`src/rtl/cell_pkt_injector_if.sv`:
```
// AXI-Stream style link bundle (32-bit data, tlast) shared by the upstream and
// downstream sides of each Aurora TX link.
interface cell_pkt_injector_if;
  // A beat transfers on a cycle where tvalid and tready are both high. While
  // tvalid is high the master holds tdata/tlast stable until tready is seen.
  logic [31:0] tdata;
  logic        tlast;
  logic        tvalid;
  logic        tready;

  modport master (output tdata, output tlast, output tvalid, input tready);
  modport slave  (input tdata, input tlast, input tvalid, output tready);
endinterface

```
`src/rtl/cell_pkt_injector.sv`:
```
// CCW/CW link interposer: passes both links through and, on an FAstrobe rising
// edge, injects a burst of fake BPM packets on one link. Optional passthrough
// header cell-index increment: CELL_PKT_INJECTOR_AUTOINC_EN.
module cell_pkt_injector #(
  parameter int PKT_WORDS = 5,
  parameter int GAP       = 2,
  parameter int BW        = 8
) (
  input  logic                clk,
  input  logic                rst,
  input  logic                fa_strobe_i,
  input  logic                out_ccw_i,
  input  logic [4:0]          cell_index_i,
  input  logic [8:0]          fofb_index_i,
  input  logic [BW-1:0]       burst_len_i,
  cell_pkt_injector_if.slave  ccw_up,
  cell_pkt_injector_if.master ccw_dn,
  cell_pkt_injector_if.slave  cw_up,
  cell_pkt_injector_if.master cw_dn,
  output logic                busy_o,
  output logic [BW-1:0]       pkts_sent_o,
  output logic [1:0]          state_o
);
  typedef enum logic [1:0] {
    S_IDLE = 2'd0,
    S_WAIT = 2'd1,
    S_SEND = 2'd2,
    S_GAP  = 2'd3
  } state_e;

  localparam logic [3:0] LAST_BEAT = 4'(PKT_WORDS - 1);

  state_e        state_q, state_d;
  logic          strobe_q;
  logic          sel_ccw_q, sel_ccw_d;
  logic [4:0]    cell_q, cell_d;
  logic [8:0]    fofb_q, fofb_d;
  logic [BW-1:0] burst_q, burst_d;
  logic [BW-1:0] pkts_q, pkts_d;
  logic [3:0]    beat_q, beat_d;
  logic [15:0]   seq_q, seq_d;
  logic [15:0]   gap_q, gap_d;
  logic          in_pkt_ccw_q, in_pkt_ccw_d;
  logic          in_pkt_cw_q, in_pkt_cw_d;

  logic          trig, ovr, ovr_ccw, ovr_cw;
  logic          sel_in_pkt, sel_ready;
  logic          gen_valid, gen_last;
  logic [31:0]   gen_data;
  logic [31:0]   ccw_pt_data, cw_pt_data;

  assign trig       = fa_strobe_i & ~strobe_q;
  assign sel_in_pkt = sel_ccw_q ? in_pkt_ccw_q : in_pkt_cw_q;
  assign sel_ready  = sel_ccw_q ? ccw_dn.tready : cw_dn.tready;

  always_comb begin
    gen_data = 32'hADADFACE;
    gen_last = 1'b0;
    if (beat_q == 4'd0) gen_data = {16'hA5BE, 1'b1, cell_q, 1'b0, fofb_q};
    else if (beat_q == LAST_BEAT) gen_last = 1'b1;
    else gen_data = {seq_q, 12'd0, beat_q};
  end

  always_comb begin
    state_d   = state_q;
    sel_ccw_d = sel_ccw_q;
    cell_d    = cell_q;
    fofb_d    = fofb_q;
    burst_d   = burst_q;
    pkts_d    = pkts_q;
    beat_d    = beat_q;
    seq_d     = seq_q;
    gap_d     = gap_q;
    ovr       = 1'b0;
    gen_valid = 1'b0;
    case (state_q)
      S_IDLE: begin
        if (trig) begin
          sel_ccw_d = out_ccw_i;
          cell_d    = cell_index_i;
          fofb_d    = fofb_index_i;
          burst_d   = (burst_len_i == '0) ? BW'(1) : burst_len_i;
          pkts_d    = '0;
          seq_d     = '0;
          beat_d    = '0;
          state_d   = S_WAIT;
        end
      end
      S_WAIT: begin
        // Grab the link the same cycle it is seen idle so no upstream header slips in.
        if (!sel_in_pkt) begin
          ovr     = 1'b1;
          state_d = S_SEND;
        end
      end
      S_SEND: begin
        ovr       = 1'b1;
        gen_valid = 1'b1;
        if (sel_ready) begin
          if (beat_q == LAST_BEAT) begin
            beat_d = '0;
            pkts_d = pkts_q + 1'b1;
            seq_d  = seq_q + 16'd1;
            gap_d  = '0;
            // Override is held across a zero gap, so the link is known idle.
            if (pkts_d == burst_q) state_d = S_IDLE;
            else if (GAP == 0)     state_d = S_SEND;
            else                   state_d = S_GAP;
          end else begin
            beat_d = beat_q + 4'd1;
          end
        end
      end
      S_GAP: begin
        // The final gap cycle doubles as the idle check, keeping the gap exact.
        if (int'(gap_q) >= GAP - 1) begin
          if (!sel_in_pkt) begin
            ovr     = 1'b1;
            state_d = S_SEND;
          end else begin
            state_d = S_WAIT;
          end
        end else begin
          gap_d = gap_q + 16'd1;
        end
      end
      default: state_d = S_IDLE;
    endcase
  end

  assign ovr_ccw = ovr & sel_ccw_q;
  assign ovr_cw  = ovr & ~sel_ccw_q;

  always_comb begin
    in_pkt_ccw_d = in_pkt_ccw_q;
    in_pkt_cw_d  = in_pkt_cw_q;
    if (ccw_up.tvalid & ccw_dn.tready & ~ovr_ccw) in_pkt_ccw_d = ~ccw_up.tlast;
    if (cw_up.tvalid & cw_dn.tready & ~ovr_cw)    in_pkt_cw_d  = ~cw_up.tlast;
  end

  always_comb begin
    ccw_pt_data = ccw_up.tdata;
    cw_pt_data  = cw_up.tdata;
`ifdef CELL_PKT_INJECTOR_AUTOINC_EN
    if (!in_pkt_ccw_q) ccw_pt_data[14:10] = ccw_up.tdata[14:10] + 5'd1;
    if (!in_pkt_cw_q)  cw_pt_data[14:10]  = cw_up.tdata[14:10] + 5'd1;
`else
`endif
  end

  assign ccw_dn.tdata  = ovr_ccw ? gen_data  : ccw_pt_data;
  assign ccw_dn.tlast  = ovr_ccw ? gen_last  : ccw_up.tlast;
  assign ccw_dn.tvalid = ovr_ccw ? gen_valid : ccw_up.tvalid;
  assign ccw_up.tready = ~ovr_ccw & ccw_dn.tready;
  assign cw_dn.tdata   = ovr_cw  ? gen_data  : cw_pt_data;
  assign cw_dn.tlast   = ovr_cw  ? gen_last  : cw_up.tlast;
  assign cw_dn.tvalid  = ovr_cw  ? gen_valid : cw_up.tvalid;
  assign cw_up.tready  = ~ovr_cw & cw_dn.tready;

  always_ff @(posedge clk or posedge rst) begin
    if (rst) begin
      state_q      <= S_IDLE;
      strobe_q     <= 1'b0;
      sel_ccw_q    <= 1'b0;
      cell_q       <= '0;
      fofb_q       <= '0;
      burst_q      <= '0;
      pkts_q       <= '0;
      beat_q       <= '0;
      seq_q        <= '0;
      gap_q        <= '0;
      in_pkt_ccw_q <= 1'b0;
      in_pkt_cw_q  <= 1'b0;
    end else begin
      state_q      <= state_d;
      strobe_q     <= fa_strobe_i;
      sel_ccw_q    <= sel_ccw_d;
      cell_q       <= cell_d;
      fofb_q       <= fofb_d;
      burst_q      <= burst_d;
      pkts_q       <= pkts_d;
      beat_q       <= beat_d;
      seq_q        <= seq_d;
      gap_q        <= gap_d;
      in_pkt_ccw_q <= in_pkt_ccw_d;
      in_pkt_cw_q  <= in_pkt_cw_d;
    end
  end

  assign busy_o      = (state_q != S_IDLE);
  assign pkts_sent_o = pkts_q;
  assign state_o     = state_q;
endmodule

```
`src/flat_wrapper.sv`:
```
// flat-port wrapper written by rule: the top's interface ports become plain ports
module cell_pkt_injector_flat 
#(
  parameter int PKT_WORDS = 5,
  parameter int GAP       = 2,
  parameter int BW        = 8
)
  (clk, rst, fa_strobe_i, out_ccw_i, cell_index_i, fofb_index_i, burst_len_i, busy_o, pkts_sent_o, state_o, ccw_up_tdata, ccw_up_tlast, ccw_up_tvalid, ccw_up_tready, ccw_dn_tdata, ccw_dn_tlast, ccw_dn_tvalid, ccw_dn_tready, cw_up_tdata, cw_up_tlast, cw_up_tvalid, cw_up_tready, cw_dn_tdata, cw_dn_tlast, cw_dn_tvalid, cw_dn_tready);
  cell_pkt_injector_if ccw_up_i ();
  cell_pkt_injector_if ccw_dn_i ();
  cell_pkt_injector_if cw_up_i ();
  cell_pkt_injector_if cw_dn_i ();
  input  logic clk;
  input  logic rst;
  input  logic fa_strobe_i;
  input  logic out_ccw_i;
  input  logic [4:0] cell_index_i;
  input  logic [8:0] fofb_index_i;
  input  logic [BW-1:0] burst_len_i;
  output logic busy_o;
  output logic [BW-1:0] pkts_sent_o;
  output logic [1:0] state_o;
  input wire logic [$bits(ccw_up_i.tdata)-1:0] ccw_up_tdata;
  input wire logic [$bits(ccw_up_i.tlast)-1:0] ccw_up_tlast;
  input wire logic [$bits(ccw_up_i.tvalid)-1:0] ccw_up_tvalid;
  output wire logic [$bits(ccw_up_i.tready)-1:0] ccw_up_tready;
  output wire logic [$bits(ccw_dn_i.tdata)-1:0] ccw_dn_tdata;
  output wire logic [$bits(ccw_dn_i.tlast)-1:0] ccw_dn_tlast;
  output wire logic [$bits(ccw_dn_i.tvalid)-1:0] ccw_dn_tvalid;
  input wire logic [$bits(ccw_dn_i.tready)-1:0] ccw_dn_tready;
  input wire logic [$bits(cw_up_i.tdata)-1:0] cw_up_tdata;
  input wire logic [$bits(cw_up_i.tlast)-1:0] cw_up_tlast;
  input wire logic [$bits(cw_up_i.tvalid)-1:0] cw_up_tvalid;
  output wire logic [$bits(cw_up_i.tready)-1:0] cw_up_tready;
  output wire logic [$bits(cw_dn_i.tdata)-1:0] cw_dn_tdata;
  output wire logic [$bits(cw_dn_i.tlast)-1:0] cw_dn_tlast;
  output wire logic [$bits(cw_dn_i.tvalid)-1:0] cw_dn_tvalid;
  input wire logic [$bits(cw_dn_i.tready)-1:0] cw_dn_tready;
  assign ccw_up_i.tdata = ccw_up_tdata;
  assign ccw_up_i.tlast = ccw_up_tlast;
  assign ccw_up_i.tvalid = ccw_up_tvalid;
  assign ccw_up_tready = ccw_up_i.tready;
  assign ccw_dn_tdata = ccw_dn_i.tdata;
  assign ccw_dn_tlast = ccw_dn_i.tlast;
  assign ccw_dn_tvalid = ccw_dn_i.tvalid;
  assign ccw_dn_i.tready = ccw_dn_tready;
  assign cw_up_i.tdata = cw_up_tdata;
  assign cw_up_i.tlast = cw_up_tlast;
  assign cw_up_i.tvalid = cw_up_tvalid;
  assign cw_up_tready = cw_up_i.tready;
  assign cw_dn_tdata = cw_dn_i.tdata;
  assign cw_dn_tlast = cw_dn_i.tlast;
  assign cw_dn_tvalid = cw_dn_i.tvalid;
  assign cw_dn_i.tready = cw_dn_tready;
  cell_pkt_injector #(.PKT_WORDS(PKT_WORDS), .GAP(GAP), .BW(BW)) u_core (.clk(clk), .rst(rst), .fa_strobe_i(fa_strobe_i), .out_ccw_i(out_ccw_i), .cell_index_i(cell_index_i), .fofb_index_i(fofb_index_i), .burst_len_i(burst_len_i), .ccw_up(ccw_up_i), .ccw_dn(ccw_dn_i), .cw_up(cw_up_i), .cw_dn(cw_dn_i), .busy_o(busy_o), .pkts_sent_o(pkts_sent_o), .state_o(state_o));
endmodule
```
`config.mk`:
```
export PLATFORM = sky130hd
export DESIGN_NAME = cell_pkt_injector_flat
export DESIGN_NICKNAME = d
export VERILOG_FILES = /design/src/rtl/cell_pkt_injector_if.sv /design/src/rtl/cell_pkt_injector.sv /design/src/flat_wrapper.sv
export SDC_FILE = /design/constraint.sdc
export NUM_CORES = 1
export LEC_CHECK = 0
export CORE_ASPECT_RATIO = 0.9
export CORE_MARGIN = 5
export CORE_UTILIZATION = 48
export CTS_CLUSTER_DIAMETER = 120
export DETAILED_ROUTE_END_ITERATION = 6
export GPL_TIMING_DRIVEN = 0
export HOLD_SLACK_MARGIN = 0.06
export PLACE_DENSITY = 0.84
export SLEW_MARGIN = 20
export SYNTH_ARGS = -nofsm -noshare
export SYNTH_HDL_FRONTEND = slang
export SYNTH_SLANG_ARGS = --single-unit
```
`constraint.sdc`:
```
create_clock -name clk -period 4.1 [get_ports clk]
set_input_delay 0.82 -clock clk [delete_from_list [all_inputs] [get_ports clk]]
set_output_delay 0.82 -clock clk [all_outputs]
set_load 0.01 [all_outputs]
```
==> impl_results.md <==
- RR Endpoint: u_core.seq_q[15]
- Final WL: 14.99 mm
- CP max FO: 10
- Post-Synthesis Cells: 475
- DP HPWL: 11.73 mm
- Pleak: 0.002946 µW
- Avg Inst Size Synth: 9.678 µm²
- Yosys reg bits: 72
- # IOs: 177
- Die width: 113.2 µm
- Wire length per cell: 18.97 µm
- Post-synth cell types: 52
- Rows: 33
- Synth cell count leaders: nor2_1 (73), dfrtp_1 (72), a21oi_1 (36)
- Yosys warns: 0
- # nets final: 766
- Share of layout cells above drive strength 1: 16.47%
- Initial antenna violation count: 0
- Ant diodes: 0
- Async S/R FF share, synth: 100.0%
- Crit Path Class: reg2out
- Final min period: 3.977 ns
- Seq/Total Area, Yosys: 39.19%
- Largest net degree at the start of global routing: 45
- Post-Route Setup TNS: 0 ns
- Clock Sinks: 72
- Number of port buffers: 176
- Max clock buf depth: 2
- Post-synth EDFFs: 0
- DRC: 0
- Syn_nets: 578
- Max_cap viols: 0
- Vias: 4,360
- Reg2Reg Depth: 9
- Die Height: 102.8 µm
- Clock share of power: 12.7%
- Sw frac: 40.83%
- End point of the critical path: cw_dn_tdata[26]
- Post-CTS Setup Inserts: 0
- Core box area: 9249 µm²
- Final Hold Fails: 0
- Worst skew pair latency: 0.35 ns
- Max Fclk: 251.4 MHz
- Worst setup EP type: output pin
- Total GRT Usage: 25.15%
- Synthesized area: 4597 µm²
- Pre-Repair DR Iteration Count: 5
- DR vias/cell: 5.519
- ANT nets after route: 0
- Primary FF master, synth: dfrtp_1
- TritonCTS Buffers: 9
- Area growth from synthesis to layout: 46.49%
- Final period utilization: 97.00%
- Critical Path Source: u_core.gap_q[0]
- CTS clock-pin slew for the worst setup and hold paths: 0.07 ns
- Reg power frac: 23.7%
- Worst slew margin: 51.56%
- Ranking of synthesized cells by area: dfrtp_1 (39%), mux2_4 (11%), nor2_1 (6.0%)
- CTS tree: done
- Worst r2r src: u_core.beat_q[1]
- Pin slew with the least headroom to its limit: 0.7239 ns
- Arr. time, crit path: 3.16 ns
- Most numerous cell in the Yosys netlist: nor2_1
- Post-synthesis cell type with the largest combined area: dfrtp_1
- Power Total: 4345 µW
- R2r setup slk: 1.91 ns
- RePlAce Congestion: 0.9487
- Synth top area share: 39.19%
- Number of global-route vias before repair: 4,553
- Grt total ovfl: 0
- Starting density of the core: 49.70%
- Hold Slack: 0.5049 ns
- Global-route wire length before repair: 23.06 mm
- Clock skew: 0.01071 ns
- Final setup fails: 0
- Logic pwr share: 63.6%
- DRT iter0 DRCs: 258
- RSZ-0062 raised after global routing: false
- H-tree levels: 3
- Power Density: 645.3 nW/µm²
- Die area: 11,640 µm²
- Outcome: completed
- Root buffer cell: clkbuf_8
- Hold Crit Class: reg2reg
- Critical Path Start Type: flip-flop
- Maximum VDD drop: 0.0003631 V
- Fillers: 683
- Pins Over Slew Limit: 0
- Internal power: 2571 µW
- Net Switching: 1774 µW
- Req. time, crit path: 3.28 ns
state kept, by name, summed over array words and instances (netlist names):
signal,count
u_core.beat_q,4
u_core.in_pkt_ccw_q,1
u_core.fofb_q,9
u_core.gap_q,16
u_core.strobe_q,1
u_core.state_o,2
u_core.seq_q,16
u_core.burst_q,8
u_core.sel_ccw_q,1
u_core.in_pkt_cw_q,1
u_core.cell_q,5
u_core.pkts_sent_o,8
worst min-delay path by stage:
stage,endpoint,slack (ns),depth (start not counted),startpoint
3_3_place_gp,u_core.gap_q[9],0.48,1,u_core.gap_q[9]
5_1_grt,u_core.fofb_q[5],0.53,1,u_core.fofb_q[5]
4_1_cts,u_core.gap_q[10],0.51,1,u_core.gap_q[10]
3_5_place_dp,u_core.fofb_q[0],0.50,1,u_core.fofb_q[0]
2_1_floorplan,u_core.gap_q[2],0.46,2,u_core.gap_q[2]
6_report,u_core.gap_q[14],0.50,1,u_core.gap_q[14]
critical path, cell delays in order (launching register included):
cell             delay [ns]
dfrtp_1                0.42
inv_1                  0.11
ha_1                   0.15
nor4b_1                0.23
nand2_1                0.18
o31ai_4                0.40
o31ai_4                0.15
buf_6                  0.19
buf_6                  0.15
a21oi_1                0.25
clkdlybuf4s50_1        0.59
power groups by stage:
| stage | Sequential (µW) | Combinational, µW | Clock [µW] |
|---|---|---|---|
| global route | 1050 | 2950 | 588 |
| CTS | 1020 | 2750 | 563 |
| floorplan | 1000 | 1610 | 0 |
| detailed placement | 1040 | 2720 | 0 |
| finish | 1030 | 2760 | 553 |
| global placement | 1030 | 2670 | 0 |
layout make-up:
class                      count  area, µm²  share of cell area, %
tap                          122      152.6                  2.267
clock inverter                 7      62.56                 0.9290
sequential                    72       1802                  26.76
clock buffer                   9      123.9                  1.839
multi-input combinational    358       2567                  38.13
timing repair buffer         177       1782                  26.46
buffer                        28      177.7                  2.638
inverter                      17      66.31                 0.9848
timing repair:
action / in CTS / in global routing
hold buffers: 0 / 0
resized for setup: 1 / 2
gates cloned: 0 / 0
setup endpoints to repair: 1 / 5
pin swaps: 0 / 1
routing by layer:
layer | wire length (µm) | GRT usage, %
met1 | 6064 | 31.13
met2 | 7512 | 45.13
met3 | 1047 | 4.695
met4 | 361 | 7.486
met5 | 0 | 0
metrics by stage:
step | cell area [µm²] | std cells | setup WS (ns) | utilization, %
after floorplan | 4597 | 475 | 1.395 | -
after global placement | 6511 | 773 | 0.3799 | 70.40
after detailed placement | 6534 | 774 | 0.3591 | 70.64
after CTS | 6721 | 790 | 0.1057 | 72.67
after global routing | 6734 | 790 | 0.005604 | 72.81
final | 6734 | 790 | 0.1228 | 72.81
placed cells by master, fill, tap and decap left out, drive strengths merged, types with 18 or more instances in the layout:
cell,instances
o21ai,27
xor2,18
clkdlybuf4s50,176
dfrtp,72
buf,22
nor2b,22
nand2,29
a21oi,36
nor2,73
mux2,56
cells by family (layout without fill, tap and decap cells):
kind of cell             Yosys count  after routing  share of synthesized area, %
AO/OA/AOI/OAI                     89             89                         12.36
multiplexers                      57             57                         16.63
adder cells (fa/ha/maj)            7              7                         1.905
buffers and inverters             45            238                         5.226
XOR/XNOR                          26             26                         4.954
AND/OR/NAND/NOR                  179            179                         19.73
flip-flops                        72             72                         39.19
Power figures use the tool's default switching activity.
